`src/rtl/pokey_pkg.sv`:
```
// Shared definitions for the POKEY register bus: register addresses and the
// arbiter state encoding.
package pokey_pkg;

    localparam logic [3:0] AUDF1  = 4'h0;
    localparam logic [3:0] AUDC1  = 4'h1;
    localparam logic [3:0] AUDF2  = 4'h2;
    localparam logic [3:0] AUDC2  = 4'h3;
    localparam logic [3:0] AUDF3  = 4'h4;
    localparam logic [3:0] AUDC3  = 4'h5;
    localparam logic [3:0] AUDF4  = 4'h6;
    localparam logic [3:0] AUDC4  = 4'h7;
    localparam logic [3:0] AUDCTL = 4'h8;
    localparam logic [3:0] STIMER = 4'h9;
    localparam logic [3:0] SKRES  = 4'hA;
    localparam logic [3:0] POTGO  = 4'hB;
    localparam logic [3:0] SEROUT = 4'hD;
    localparam logic [3:0] IRQEN  = 4'hE;
    localparam logic [3:0] SKCTL  = 4'hF;

    // Read-side aliases of shared addresses.
    localparam logic [3:0] RANDOM = 4'hA;
    localparam logic [3:0] SKSTAT = 4'hF;

    localparam int FIFO_W = 12;

    typedef enum logic [1:0] {
        ST_IDLE     = 2'd0,
        ST_CPU_XFER = 2'd1,
        ST_SEQ_XFER = 2'd2,
        ST_CPU_DONE = 2'd3
    } arb_state_t;

endpackage

```
`src/rtl/pokey_wr_fifo.sv`:
```
// Sequencer write FIFO: {address, data} entries, head readable without latency
// so the arbiter can register it on the grant cycle.
module pokey_wr_fifo #(
    parameter int DEPTH = 4,
    parameter int WIDTH = 12,
    localparam int AW = $clog2(DEPTH),
    localparam int LW = AW + 1
) (
    input  logic             clk,
    input  logic             rst_n,
    input  logic             push,
    input  logic             pop,
    input  logic [WIDTH-1:0] wdata,
    output logic [WIDTH-1:0] rdata,
    output logic [LW-1:0]    level,
    output logic             full,
    output logic             empty
);

    logic [WIDTH-1:0] mem [DEPTH];
    logic [AW-1:0]    wr_ptr_reg;
    logic [AW-1:0]    rd_ptr_reg;
    logic [LW-1:0]    level_reg;
    logic             do_push;
    logic             do_pop;

    assign full    = (level_reg == LW'(DEPTH));
    assign empty   = (level_reg == '0);
    // A full FIFO refuses a push even when a pop frees a slot in the same cycle.
    assign do_push = push && !full;
    assign do_pop  = pop && !empty;

    always_ff @(posedge clk) begin
        if (do_push) begin
            mem[wr_ptr_reg] <= wdata;
        end
    end

    always_ff @(posedge clk or negedge rst_n) begin
        if (!rst_n) begin
            wr_ptr_reg <= '0;
            rd_ptr_reg <= '0;
            level_reg  <= '0;
        end else begin
            if (do_push) begin
                wr_ptr_reg <= wr_ptr_reg + AW'(1);
            end
            if (do_pop) begin
                rd_ptr_reg <= rd_ptr_reg + AW'(1);
            end
            if (do_push && !do_pop) begin
                level_reg <= level_reg + LW'(1);
            end else if (do_pop && !do_push) begin
                level_reg <= level_reg - LW'(1);
            end
        end
    end

    assign rdata = mem[rd_ptr_reg];
    assign level = level_reg;

endmodule

```
`src/rtl/pokey_bus_arb.sv`:
```
// Shares the POKEY register port between CPU accesses and buffered sequencer
// writes, with a bound on how long the CPU may starve the sequencer.
module pokey_bus_arb
    import pokey_pkg::*;
#(
    parameter int FIFO_DEPTH = 4,
    parameter int STARVE_MAX = 3,
    localparam int LVL_W = $clog2(FIFO_DEPTH) + 1
) (
    input  logic             clk_i,
    input  logic             rst_ni,
    input  logic [3:0]       cpu_adr_i,
    input  logic [7:0]       cpu_dat_i,
    input  logic             cpu_we_i,
    input  logic             cpu_stb_i,
    output logic             cpu_ack_o,
    output logic [7:0]       cpu_dat_o,
    input  logic [3:0]       seq_adr_i,
    input  logic [7:0]       seq_dat_i,
    input  logic             seq_valid_i,
    output logic             seq_ready_o,
    output logic [3:0]       pk_adr_o,
    output logic [7:0]       pk_dat_o,
    output logic             pk_we_o,
    output logic             pk_stb_o,
    input  logic             pk_ack_i,
    input  logic [7:0]       pk_dat_i,
    output logic [LVL_W-1:0] fifo_level_o
);

    localparam int CNT_W = $clog2(STARVE_MAX + 1);

    arb_state_t        state_reg, state_next;
    logic [CNT_W-1:0]  starve_reg, starve_next;
    logic [3:0]        adr_reg, adr_next;
    logic [7:0]        dat_reg, dat_next;
    logic              we_reg, we_next;
    logic              stb_reg, stb_next;
    logic              ack_reg, ack_next;
    logic [7:0]        rdat_reg, rdat_next;
    logic              cpu_grant, seq_grant;
    logic              fifo_pop, fifo_full, fifo_empty;
    logic [FIFO_W-1:0] fifo_head;
    logic [LVL_W-1:0]  fifo_level;

    pokey_wr_fifo #(
        .DEPTH (FIFO_DEPTH),
        .WIDTH (FIFO_W)
    ) u_fifo (
        .clk   (clk_i),
        .rst_n (rst_ni),
        .push  (seq_valid_i),
        .pop   (fifo_pop),
        .wdata ({seq_adr_i, seq_dat_i}),
        .rdata (fifo_head),
        .level (fifo_level),
        .full  (fifo_full),
        .empty (fifo_empty)
    );

    always_comb begin
        state_next  = state_reg;
        starve_next = starve_reg;
        adr_next    = adr_reg;
        dat_next    = dat_reg;
        we_next     = we_reg;
        stb_next    = stb_reg;
        ack_next    = 1'b0;
        rdat_next   = rdat_reg;
        cpu_grant   = 1'b0;
        seq_grant   = 1'b0;
        fifo_pop    = 1'b0;

        case (state_reg)
            ST_IDLE: begin
                if (cpu_stb_i && (fifo_empty || starve_reg < CNT_W'(STARVE_MAX))) begin
                    cpu_grant  = 1'b1;
                    state_next = ST_CPU_XFER;
                    stb_next   = 1'b1;
                    adr_next   = cpu_adr_i;
                    dat_next   = cpu_dat_i;
                    we_next    = cpu_we_i;
                end else if (!fifo_empty) begin
                    seq_grant  = 1'b1;
                    state_next = ST_SEQ_XFER;
                    stb_next   = 1'b1;
                    adr_next   = fifo_head[11:8];
                    dat_next   = fifo_head[7:0];
                    we_next    = 1'b1;
                end
            end
            ST_CPU_XFER: begin
                if (pk_ack_i) begin
                    rdat_next  = pk_dat_i;
                    stb_next   = 1'b0;
                    ack_next   = 1'b1;
                    state_next = ST_CPU_DONE;
                end
            end
            ST_SEQ_XFER: begin
                if (pk_ack_i) begin
                    fifo_pop   = 1'b1;
                    stb_next   = 1'b0;
                    state_next = ST_IDLE;
                end
            end
            // One dead cycle so a CPU that drops its strobe on ack is not re-granted.
            ST_CPU_DONE: state_next = ST_IDLE;
            default:     state_next = ST_IDLE;
        endcase

        if (fifo_empty || seq_grant) begin
            starve_next = '0;
        end else if (cpu_grant && starve_reg < CNT_W'(STARVE_MAX)) begin
            starve_next = starve_reg + CNT_W'(1);
        end
    end

    always_ff @(posedge clk_i or negedge rst_ni) begin
        if (!rst_ni) begin
            state_reg  <= ST_IDLE;
            starve_reg <= '0;
            adr_reg    <= '0;
            dat_reg    <= '0;
            we_reg     <= 1'b0;
            stb_reg    <= 1'b0;
            ack_reg    <= 1'b0;
            rdat_reg   <= '0;
        end else begin
            state_reg  <= state_next;
            starve_reg <= starve_next;
            adr_reg    <= adr_next;
            dat_reg    <= dat_next;
            we_reg     <= we_next;
            stb_reg    <= stb_next;
            ack_reg    <= ack_next;
            rdat_reg   <= rdat_next;
        end
    end

    assign pk_adr_o     = adr_reg;
    assign pk_dat_o     = dat_reg;
    assign pk_we_o      = we_reg;
    assign pk_stb_o     = stb_reg;
    assign cpu_ack_o    = ack_reg;
    assign cpu_dat_o    = rdat_reg;
    assign fifo_level_o = fifo_level;
    assign seq_ready_o  = rst_ni && !fifo_full;

endmodule

```
`config.mk`:
```
export PLATFORM = sky130hd
export DESIGN_NAME = pokey_bus_arb
export DESIGN_NICKNAME = d
export VERILOG_FILES = /design/src/rtl/pokey_pkg.sv /design/src/rtl/pokey_wr_fifo.sv /design/src/rtl/pokey_bus_arb.sv
export SDC_FILE = /design/constraint.sdc
export NUM_CORES = 1
export LEC_CHECK = 0
export BUFFER_PORTS_ARGS = -buffer_cell sky130_fd_sc_hd__buf_2
export CAP_MARGIN = 20
export CORE_MARGIN = 5
export CORE_UTILIZATION = 35
export CTS_BUF_LIST = sky130_fd_sc_hd__clkbuf_8
export CTS_CLUSTER_SIZE = 30
export DETAILED_ROUTE_END_ITERATION = 12
export SETUP_SLACK_MARGIN = 0.3
export SLEW_MARGIN = 20
export SYNTH_ARGS = -nofsm -noshare
export SYNTH_HDL_FRONTEND = slang
export SYNTH_SLANG_ARGS = --single-unit
```
`constraint.sdc`:
```
create_clock -name clk_i -period 2.8 [get_ports clk_i]
set_clock_uncertainty 0.1 [all_clocks]
set_input_delay 0.56 -clock clk_i [delete_from_list [all_inputs] [get_ports clk_i]]
set_output_delay 0.56 -clock clk_i [all_outputs]
set_load 0.01 [all_outputs]
```
# Yosys cells after proc, flatten, opt, wreduce, memory -nomap -nowiden
# Memories as Yosys holds them, arrays and structs flattened.
# Index checks and enable logic that the tools add are counted.
dict set report word_totals {
  input_bits 38
  mem_bits_rw 48
  mem_bits_ro 0
  out_inout_bits 27
  register_bits 34
  wordCells 78
  memories 1
  latchBits 0
}
dict set report op_classes {
  bitwise_logic 0
  div 0
  eq_ne 9
  magnitude_cmp 1
  n_mul 0
  shifts 0
  add_sub_neg 5
  n_reduce_logical 23
  muxes 28
}
# memory words width rd rd_ports_with_merged_regs wr line
set mem_list {}
lappend mem_list {u_fifo.mem 4 12 1 0 1 pokey_wr_fifo.sv:20} ;# logic [WIDTH-1:0] mem [DEPTH];
# cell n
set op_table {}
lappend op_table {{two-way mux 8 bit} 2}
lappend op_table {{two-way mux 1 bit} 14}
lappend op_table {{two-way mux 2 bit} 6}
lappend op_table {{two-way mux 4 bit} 2}
lappend op_table {{case mux 2 bit (4 select lines)} 1}
lappend op_table {{logical AND 1 bit} 7}
lappend op_table {{adder 2 x 1 -> 2 bit, second input constant} 3}
lappend op_table {{two-way mux 3 bit} 2}
lappend op_table {{AND reduction 3 bit} 2}
lappend op_table {{nonzero test 2 bit} 3}
lappend op_table {{== test 2 bit, second input constant} 2}
lappend op_table {{logical NOT 1 bit} 4}
lappend op_table {{inequality test 2 x 1 -> 1 bit, second input constant} 2}
lappend op_table {{inequality test 2 bit, second input constant} 2}
lappend op_table {{AND reduction 2 bit} 2}
lappend op_table {{adder 3 x 1 -> 3 bit, second input constant} 1}
lappend op_table {{== test 3 bit, second input constant} 1}
lappend op_table {{logical NOT 3 bit} 1}
lappend op_table {{inequality test 3 bit, second input constant} 1}
lappend op_table {{subtractor 3 x 1 -> 3 bit, second input constant} 1}
lappend op_table {{== test 2 x 1 -> 1 bit, second input constant} 1}
lappend op_table {{logical NOT 2 bit} 1}
lappend op_table {{logical OR 1 bit} 2}
lappend op_table {{< comparator 2 bit, second input constant} 1}
lappend op_table {{other kinds (2)} 2}

# Longest topological paths before layout
dict set report logic_depth {
  word_depth 8
  depth_mapped 9
}

# By module
# A second synthesis with hierarchy kept.
dict set report unflattened {
  hier_cells 227
  area_unflattened_um2 3505.9
}
# module seq_area_each_um2 cells_per_inst n_inst area_each_um2
set by_module_without_submodules {}
lappend by_module_without_submodules {pokey_wr_fifo 1616.6 98 1 2178.3}
lappend by_module_without_submodules {pokey_bus_arb 675.6 129 1 1327.5}

# Least setup slack after synthesis
# No wires, ideal clock.
dict set report synth_path {
  path_type {reg-to-reg}
  startpoint {register u_fifo.level_reg[2] (netlist: u_fifo.level[2])}
  endpoint {register u_fifo.level_reg[2] (netlist: u_fifo.level[2])}
  path_stages_with_launch 10
  t_arrival_ps 2049
  setup_time_ps 79
  period_less_slack_ps 2228
  setup_slack_ps 572
  path_cell_list {dfrtp_1 -> clkbuf_1 -> or3_1 -> nand3_1 -> ha_1 -> inv_1 -> fa_1 -> xor2_1 -> nor2_1 -> xor2_1}
}
dict set report synth_via {
  elab_chain_cells 6
}
# element line
set synth_lines {}
lappend synth_lines {{start: declaration} pokey_wr_fifo.sv:23} ;# logic [LW-1:0] level_reg;
lappend synth_lines {{start signal: assignment} pokey_wr_fifo.sv:52} ;# level_reg <= level_reg + LW'(1);
lappend synth_lines {{start signal: assignment} pokey_wr_fifo.sv:54} ;# level_reg <= level_reg - LW'(1);
lappend synth_lines {{branches (longest 6 deep; another with subtractor 3 x 1 -> 3 bit)} n/a}
# Several ways; the timed one is not identified. The select of a mux whose other input is x is not followed.
# A chain may end at the register's enable or synchronous reset.

# Worst setup path in the final report
dict set report layout_path {
  startpoint {register u_fifo.level_reg[0] (netlist: u_fifo.level[0])}
  endpoint {register u_fifo.level_reg[2] (netlist: u_fifo.level[2])}
}
# The elaborated chain is that of the path after synthesis.

==> results.json <==
{
  "crit_path_end_kind": "register",
  "drive_gt1_share_pct": 43.4,
  "dieArea_um2": 12000,
  "antennaDiodeCount": 0,
  "clockBufferDepth": 2,
  "p_leak_uw": 0.00164,
  "whs_ps": 161,
  "synth_area_um2": 3470,
  "drt_wl_total_mm": 6.83,
  "relSlewSlack_pct": 56.6,
  "insertion_delay_ps": 350,
  "top_register": "u_fifo.mem",
  "htreeDepth": 3,
  "worst-path-buf-inv": 1,
  "clock.fmax_mhz": 431,
  "rows": 36,
  "cts_sinks": 82,
  "cts-root-buf": "clkbuf_8",
  "final_util_pct": 42.8,
  "core_um2": 9730,
  "hold_path.class": "in -> async",
  "clk_pin_slew_worst_paths_ps": 90,
  "largest_register_ffs": 48,
  "cp-startpoint": "u_fifo.level[0]",
  "syn_nets": 248,
  "grt_antenna_before_repair": 0,
  "ioPinCount": 65,
  "nNetsFinal": 323,
  "maxCapViolCount": 0,
  "initial_core_util_pct": 35.6,
  "cts_resized": 0,
  "vias_per_cell": 4.83,
  "grt_pass1_vias": 2028,
  "hpwl_mm": 4.85,
  "cpPeakStageDelay_ps": 480,
  "drt-initial-drc-count": 72,
  "cts_made_buffers": 9,
  "crit_path_max_fanout": 8,
  "drtPass1Iterations": 4,
  "period_needed_ps": 2320,
  "die_w_um": 110,
  "grt-ovfl-total": 0,
  "wl_per_cell_um": 16.6,
  "placed_area_um2": 3970,
  "r2r-start": "u_fifo.level[0]",
  "postLayoutCellArea_um2": 4160,
  "grt_max_degree": 35,
  "gp_congestion": 0.713,
  "cts_hold_buf": 0,
  "drc_errors": 0,
  "setup_viol": 0,
  "setup_tns_ps": 0,
  "synthesis.instances": 199,
  "synth-seq-cells": 82,
  "yosysSeqAreaShare_pct": 66.1,
  "tightest_slew_ps": 651,
  "start_kind": "register",
  "arrival_ps": 2500,
  "p_per_area_nw_per_um2": 1040,
  "required_ps": 2980,
  "path_cells": "or3_1 -> nand3_1 -> ha_1 -> inv_1 -> fa_1 -> xor2_1 -> nor2_1 -> xor2_1",
  "fin_crit_sh_pct": 82.9,
  "crit_family": "simple AND/OR/NAND/NOR gates",
  "die_y_um": 110,
  "ir_worst_vdd_v": 0.000318,
  "slowest_stage": "dfrtp_1",
  "avgSynthCellArea_um2": 17.4,
  "crit_type": "reg -> reg",
  "grt_usage_pct": 11.9,
  "crit_top_cell": "xor2_1",
  "final_max_slew_viol_count": 0,
  "dr_total_vias": 1988,
  "yosys_warnings": 0,
  "hold_viol_final": 0,
  "ant_nets": 0,
  "rsz0062_at_grt": "no",
  "postCtsSetupRepairBufs": 0,
  "outcome": "completed",
  "synthDistinctLibCells": 37,
  "area_delta_synth_final_pct": 20.0,
  "total_power_uw": 4330,
  "tritoncts": "built",
  "numPortBuffers": 64,
  "grt_first_pass_wirelength_mm": 10.8
}
==> through the flow <==
stage | setup slack, ps | instances
2_1_floorplan | 572 | 199
3_3_place_gp | 540 | 396
3_5_place_dp | 503 | 396
4_1_cts | 469 | 412
5_1_grt | 300 | 412
6_report | 480 | 412
==> final cells by class <==
class,count,area (um2)
fillers,908,5570
flip-flops and latches,82,2290
multi-input cells,99,1080
repair buffers,74,395
well taps,133,166
clock buffers,9,124
clock inverters,7,70.1
inverters,8,30.0
==> cells in the final DEF, fill, tap and decap left out, types with 2 or more instances in the layout <==
cell | synthesis | final
buf_4 | 0 | 10
ha_1 | 10 | 10
dfrtp_1 | 34 | 34
xor2_1 | 2 | 2
nor2b_1 | 3 | 3
nand3_1 | 2 | 2
clkbuf_8 | 0 | 9
clkinv_2 | 0 | 3
o221a_2 | 12 | 12
edfxtp_1 | 48 | 48
or4b_1 | 12 | 12
nor2_1 | 5 | 5
mux4_2 | 8 | 8
a21boi_0 | 2 | 2
a21oi_1 | 2 | 2
inv_1 | 8 | 8
xnor2_1 | 4 | 4
and2_1 | 4 | 4
nand2b_1 | 2 | 2
mux2_2 | 11 | 11
clkinv_4 | 0 | 2
a311oi_1 | 2 | 2
buf_2 | 0 | 64
mux4_1 | 4 | 4
==> per-layer routing <==
layer  global-route usage [%]  vias up  share of wire (%)
li1                         -      936                  -
met1                     16.4      981                 48
met2                     18.0       61                 44
met3                     2.94       10                6.0
met4                     5.08        0                1.8
met5                        0        -                  0
==> power by group <==
group	switching (uW)	internal, uW	total, uW
clock network	422	410	832
registers	249	1680	1930
logic	743	821	1560
total	1410	2910	4330
==> kinds of logic after synthesis <==
family          Yosys count  synth area share [%]
simple gates             34                  6.93
buf+inv                  18                  2.63
flops                    82                  66.1
fa+ha+maj                11                  4.18
xor+xnor                  6                  1.52
compound gates           24                  6.57
mux                      24                  12.1
==> cells in the mapped netlist <==
library cell	n	area, um2
nor2_1	5	18.8
nor4_1	1	6.26
a2bb2oi_1	1	8.76
buf_6	1	11.3
nand2b_1	2	12.5
o22ai_1	1	6.26
nor3_1	1	5.00
or4b_1	12	120
o221a_2	12	135
xor2_1	2	17.5
o41a_1	1	11.3
fa_1	1	20.0
nand3b_1	1	7.51
clkbuf_1	7	26.3
ha_1	10	125
a311oi_1	2	17.5
mux2_2	11	124
nand4_1	1	6.26
xnor2_1	4	35.0
and2_1	4	25.0
a21oi_1	2	10.0
a21boi_1	1	7.51
buf_12	1	20.0
nand3_1	2	10.0
mux4_2	8	180
dfrtp_1	34	851
o22a_1	1	8.76
edfxtp_1	48	1440
nand2_1	1	3.75
mux2i_1	1	10.0
or3_1	1	6.26
mux4_1	4	105
a21boi_0	2	15.0
buf_1	1	3.75
inv_1	8	30.0
o211ai_1	1	7.51
nor2b_1	3	18.8
==> path summary, 6_finish.rpt <==
kind / endpoint / slack (ps) / depth (start not counted)
max: u_fifo.level[2] / 480 / 8
min: u_fifo.level[0] / 160 / 2
max reg2reg: u_fifo.level[2] / 480 / 8
min reg2reg: pk_we_o / 400 / 1
max in group asynchronous: pk_dat_o[6] / 2120 / 2
min in group clk_i: u_fifo.mem[3][1] / 320 / 1
(Power assumes the default switching activity.)
